### config.mk
export PLATFORM = sky130hd
export DESIGN_NAME = mmio_router
export DESIGN_NICKNAME = d
export VERILOG_FILES = /design/src/rtl/mmio_router.sv
export SDC_FILE = /design/constraint.sdc
export NUM_CORES = 1
export LEC_CHECK = 0
export ABC_AREA = 0
export BUFFER_PORTS_ARGS = -buffer_cell sky130_fd_sc_hd__buf_2
export CORE_AREA = 2 2 237 239
export CTS_CLUSTER_SIZE = 12
export DETAILED_ROUTE_END_ITERATION = 8
export DIE_AREA = 0 0 239 241
export PLACE_DENSITY = 0.3
export REMOVE_ABC_BUFFERS = 1
export SLEW_MARGIN = 20
export SYNTH_ARGS = -nofsm -noshare
export SYNTH_HDL_FRONTEND = slang
export SYNTH_SLANG_ARGS = --single-unit
### constraint.sdc
create_clock -name clk -period 3.7 [get_ports clk]
set_clock_uncertainty 0.05 [all_clocks]
set_input_delay 0.37 -clock clk [delete_from_list [all_inputs] [get_ports clk]]
set_output_delay 0.37 -clock clk [all_outputs]
set_load 0.01 [all_outputs]
### src/rtl/mmio_router.sv
// mmio_router: routes one core-side Membus master to NDEV device slaves.
// The router decodes each request against per-device base/size windows, with
// the lowest index winning on overlap, and keeps one request outstanding.
// Unmapped and timed-out accesses complete with an error response.
module mmio_router #(
    parameter int                      NDEV     = 4,
    parameter int                      ADDR_W   = 64,
    parameter int                      DATA_W   = 64,
    parameter logic [NDEV*ADDR_W-1:0]  DEV_BASE = '0,
    parameter logic [NDEV*ADDR_W-1:0]  DEV_SIZE = '0,
    parameter int                      TIMEOUT  = 1024
) (
    input  logic                      clk,
    input  logic                      rst,
    input  logic                      req_valid,
    output logic                      req_ready,
    input  logic [ADDR_W-1:0]         req_addr,
    input  logic                      req_wen,
    input  logic [DATA_W-1:0]         req_wdata,
    input  logic [DATA_W/8-1:0]       req_wmask,
    output logic                      req_rvalid,
    output logic [DATA_W-1:0]         req_rdata,
    output logic                      req_err,
    output logic [NDEV-1:0]           dev_valid,
    input  logic [NDEV-1:0]           dev_ready,
    output logic [ADDR_W-1:0]         dev_addr,
    output logic                      dev_wen,
    output logic [DATA_W-1:0]         dev_wdata,
    output logic [DATA_W/8-1:0]       dev_wmask,
    input  logic [NDEV-1:0]           dev_rvalid,
    input  logic [NDEV*DATA_W-1:0]    dev_rdata
);

    localparam int SEL_W = (NDEV > 1) ? $clog2(NDEV) : 1;

    typedef enum logic [1:0] {
        IDLE  = 2'd0,
        ISSUE = 2'd1,
        WAIT  = 2'd2,
        ERR   = 2'd3
    } state_t;

    state_t                state, state_n;
    logic [31:0]           cnt, cnt_n;

    // Saved request: data fields carry no reset, only the control state does.
    logic [SEL_W-1:0]      sel_q;
    logic [ADDR_W-1:0]     addr_q;
    logic                  wen_q;
    logic [DATA_W-1:0]     wdata_q;
    logic [DATA_W/8-1:0]   wmask_q;

    logic                  dec_hit;
    logic [SEL_W-1:0]      dec_sel;
    logic [ADDR_W-1:0]     dec_off;
    logic                  can_accept;
    logic                  load;
    logic                  timeout_hit;

    // cnt counts cycles since acceptance, so the error response lands
    // TIMEOUT cycles after the request was taken.
    assign timeout_hit = (TIMEOUT != 0) && (cnt >= 32'(TIMEOUT - 1));

    // Window decode; scanning downward lets the lowest matching index win.
    always_comb begin
        dec_hit = 1'b0;
        dec_sel = '0;
        dec_off = '0;
        for (int i = NDEV - 1; i >= 0; i--) begin
            if ((DEV_SIZE[i*ADDR_W +: ADDR_W] != '0) &&
                (req_addr >= DEV_BASE[i*ADDR_W +: ADDR_W]) &&
                ((req_addr - DEV_BASE[i*ADDR_W +: ADDR_W]) < DEV_SIZE[i*ADDR_W +: ADDR_W])) begin
                dec_hit = 1'b1;
                dec_sel = SEL_W'(i);
                dec_off = req_addr - DEV_BASE[i*ADDR_W +: ADDR_W];
            end
        end
    end

    // Next-state, counter and all bus outputs; reset forces every output low.
    always_comb begin
        state_n    = state;
        cnt_n      = '0;
        can_accept = 1'b0;
        load       = 1'b0;
        req_ready  = 1'b0;
        req_rvalid = 1'b0;
        req_rdata  = '0;
        req_err    = 1'b0;
        dev_valid  = '0;
        dev_addr   = '0;
        dev_wen    = 1'b0;
        dev_wdata  = '0;
        dev_wmask  = '0;

        unique case (state)
            IDLE: begin
                req_ready  = 1'b1;
                can_accept = 1'b1;
            end
            ISSUE: begin
                dev_valid[sel_q] = 1'b1;
                dev_addr         = addr_q;
                dev_wen          = wen_q;
                dev_wdata        = wdata_q;
                dev_wmask        = wmask_q;
                if (dev_ready[sel_q]) begin
                    state_n = WAIT;
                    cnt_n   = cnt + 32'd1;
                end else if (timeout_hit) begin
                    state_n = ERR;
                end else begin
                    cnt_n   = cnt + 32'd1;
                end
            end
            WAIT: begin
                if (dev_rvalid[sel_q]) begin
                    req_rvalid = 1'b1;
                    req_rdata  = dev_rdata[int'(sel_q)*DATA_W +: DATA_W];
                    req_ready  = 1'b1;
                    can_accept = 1'b1;
                    state_n    = IDLE;
                end else if (timeout_hit) begin
                    state_n = ERR;
                end else begin
                    cnt_n   = cnt + 32'd1;
                end
            end
            ERR: begin
                req_rvalid = 1'b1;
                req_err    = 1'b1;
                req_ready  = 1'b1;
                can_accept = 1'b1;
                state_n    = IDLE;
            end
        endcase

        // A new request is decoded and presented in the cycle it is accepted.
        if (can_accept && req_valid) begin
            load  = 1'b1;
            cnt_n = 32'd1;
            if (dec_hit) begin
                dev_valid[dec_sel] = 1'b1;
                dev_addr           = dec_off;
                dev_wen            = req_wen;
                dev_wdata          = req_wdata;
                dev_wmask          = req_wmask;
                state_n            = dev_ready[dec_sel] ? WAIT : ISSUE;
            end else begin
                state_n = ERR;
            end
        end

        if (rst) begin
            load       = 1'b0;
            req_ready  = 1'b0;
            req_rvalid = 1'b0;
            req_rdata  = '0;
            req_err    = 1'b0;
            dev_valid  = '0;
            dev_addr   = '0;
            dev_wen    = 1'b0;
            dev_wdata  = '0;
            dev_wmask  = '0;
        end
    end

    // Control state: FSM state and timeout counter.
    always_ff @(posedge clk) begin
        if (rst) begin
            state <= IDLE;
            cnt   <= '0;
        end else begin
            state <= state_n;
            cnt   <= cnt_n;
        end
    end

    // Capture the accepted request for replay during ISSUE and for response routing.
    always_ff @(posedge clk) begin
        if (load) begin
            sel_q   <= dec_sel;
            addr_q  <= dec_off;
            wen_q   <= req_wen;
            wdata_q <= req_wdata;
            wmask_q <= req_wmask;
        end
    end

endmodule
==> flow_summary.yaml <==
setup_path:
  path_buf_inv: 3
  crit_family: "buffers and inverters"
  worst_ep_required_time_ns: 3.28
  worstSetupEndpointType: "primary output"
  worstSetupPathType: "reg2out"
  worstPathArrival_ns: 2.21
  cp_slowest_cell: "buf_4"
  path_max_fanout: 74
  ff2ff_setup_slack_ns: 1.41
  path_cells: "inv_1 > ha_1 > nor2b_4 > buf_4 > and2_1 > buf_2"
  crit_start: "state[1]"
  rr_worst_depth: 7
  reg2reg_to: "cnt[0]"
  critPathLaunchType: "flip-flop"
  r2r-start: "cnt[0]"
  max_stage_delay_ns: 0.47
detailed_routing:
  dr.pass1.iters: 4
  drc: 0
  num_vias: 4086
  drt_first_iter_violations: 85
  wl_um: 17400
  detail-route-antenna-nets: 0
  wire_per_inst_um: 11.8
  vias_per_cell: 2.77
finish:
  area_growth_pct: 43.0
  n_fill_cell: 6267
  final_nets: 1171
  final_cell_mix: "282 x buf_2, 137 x and2_1, 73 x edfxtp_1"
  final_common_cell: "buf_2"
  post-route-util: 0.140
  drive_gt1_frac: 0.438
floorplanning:
  dieArea_um2: 57600
  die_h_um: 241
  die_w_um: 239
  pin_count: 612
  coreArea_um2: 54900
  start_util: 0.0977
  num_rows: 86
clock_network:
  cts_buffers: 9
  cts.sinks: 107
  htreeDepth: 3
  ctsHoldBuffers: 0
  cts_resized: 0
  clkLatencyLatePin_ns: 0.37
  clock_path_buffers: 2
  clockRootBuffer: "clkbuf_16"
  cts_tree: "done"
  cts_setup_buffers: 0
  clk_pin_slew_ns: 0.09
global_routing:
  grt_remaining_overflow: 0
  grtUsageTotal: 0.0540
  grt_pass1_wl_um: 23300
  grt_max_degree: 75
  grt_pass1_vias: 3722
  antenna_found_initial: 9
logic_synthesis:
  synth_flop_cell: "edfxtp_1"
  synth_area_per_cell_um2: 11.1
  synthCells: 485
  synth_edf_count: 73
  syn-cell-area_um2: 5360
  ys_async_sr_fraction: 0
  synth-seq-cells: 107
  synth_area_leader_cell: "edfxtp_1"
  synth_area_leaders: "edfxtp_1 41%, and2_1 16%, dfxtp_1 13%"
  synth_top_area_share: 0.409
  synth-warning-count: 0
  yosysSeqAreaShare: 0.536
  synth.distinct_cells: 37
timing:
  grt_setup_unrepaired: "no"
  finalSetupViolations: 0
  fin_setup_tns_ns: 0
  finalCritPeriodShare: 0.711
  timing.fmax_ghz: 0.380
  worstMarginPinSlew_ns: 0.665
  slew_headroom: 0.557
  slew_violations: 0
  min_period_ns: 2.63
  timing.final.hold_violations: 0
worst_hold_path:
  min-delay-start: "req_wdata[57]"
  hold_end: "wdata_q[57]"
  min_path_type: "in2reg"
  whs_path_depth: 1
place:
  dpl.hpwl_um: 13400
  numPortBuffers: 282
  gp_congestion: 0.640
power_and_ir_drop:
  powerDensity_nw_per_um2: 425
  p_leak_nw: 3.34
  vdd_drop_max_v: 0.000223
outcome:
  status: "finished, final reports clean"
run:
  drv_cap: 0
==> how the worst max path moves through the flow <==
| stage | endpoint | slack (ns) | depth (start not counted) |
|---|---|---|---|
| after floorplan | wdata_q[0] | 0.36 | 5 |
| after global placement | dev_wdata[21] | 1.39 | 5 |
| after detailed placement | dev_wdata[21] | 1.38 | 6 |
| after CTS | dev_wdata[21] | 0.93 | 6 |
| after global routing | dev_wdata[21] | 0.85 | 6 |
| final | dev_wdata[21] | 1.07 | 6 |
==> state kept, by name, indices dropped and copies added, names as in the netlist <==
register	cells
state	2
wdata_q	64
cnt	32
wmask_q	8
wen_q	1
==> report_power, final <==
part / total (W) / leakage, nW / switching, W / internal, W
Combinational: 0.000740 / 2.23 / 0.000459 / 0.000281
Sequential: 0.00151 / 0.951 / 0.0000429 / 0.00147
Clock: 0.00101 / 0.151 / 0.000483 / 0.000524
==> kinds of logic after synthesis <==
group | count (synthesis) | share of synthesized area
DFF | 107 | 0.536
and+or+nand+nor | 237 | 0.273
xor gates and xnor gates | 28 | 0.0458
adders and majority gates | 4 | 0.00934
AOI/OAI and AO/OA | 14 | 0.0173
buffers and inverters | 94 | 0.118
other | 1 | 0.000700
==> cells in the mapped netlist (2+ instances only) <==
master / instances
and3_1: 2
a221oi_1: 2
o21ai_0: 3
buf_6: 4
nor3_1: 8
xor2_1: 12
nor4_1: 8
a21oi_1: 5
nor2_1: 18
ha_1: 4
buf_4: 67
nor4_2: 3
or3_1: 2
clkbuf_1: 15
xnor2_1: 16
nor2_2: 19
nand2_1: 11
nand4_1: 7
edfxtp_1: 73
nand3_1: 9
inv_1: 8
dfxtp_1: 34
nor2b_1: 3
nand4_2: 2
and2_1: 138
==> area by class of cell <==
cell class | count | area (um^2) | area share
Sequential cell | 107 | 2870 | 0.375
Multi-Input combinational cell | 350 | 2110 | 0.276
Timing Repair Buffer | 287 | 1460 | 0.191
Tap cell | 704 | 881 | 0.115
Clock buffer | 11 | 264 | 0.0344
Clock inverter | 5 | 37.5 | 0.00490
Inverter | 8 | 30.0 | 0.00392
Antenna cell | 3 | 7.51 | 0.000979
==> layer usage <==
layer,vias to the layer above,part of all wire,GRT usage
met5,-,0.0046,0
met4,10,0.016,0.0233
met3,25,0.10,0.0260
met2,151,0.47,0.0849
met1,1859,0.41,0.0624
li1,2041,-,-
==> stage by stage <==
step                setup WS, ns  hold WS (ns)  instances  power (W)  instance area [um^2]
finish                      1.07         0.117       1475    0.00326                  7670
global route               0.845        0.0954       1472    0.00347                  7660
CTS                        0.934        0.0919       1472    0.00336                  7660
detailed placement          1.38         0.433       1456    0.00231                  7360
global placement            1.39         0.428       1456    0.00231                  7360
floorplan                  0.361         0.399        465    0.00194                  5000
Note: power is estimated with default switching activity, not from simulation.
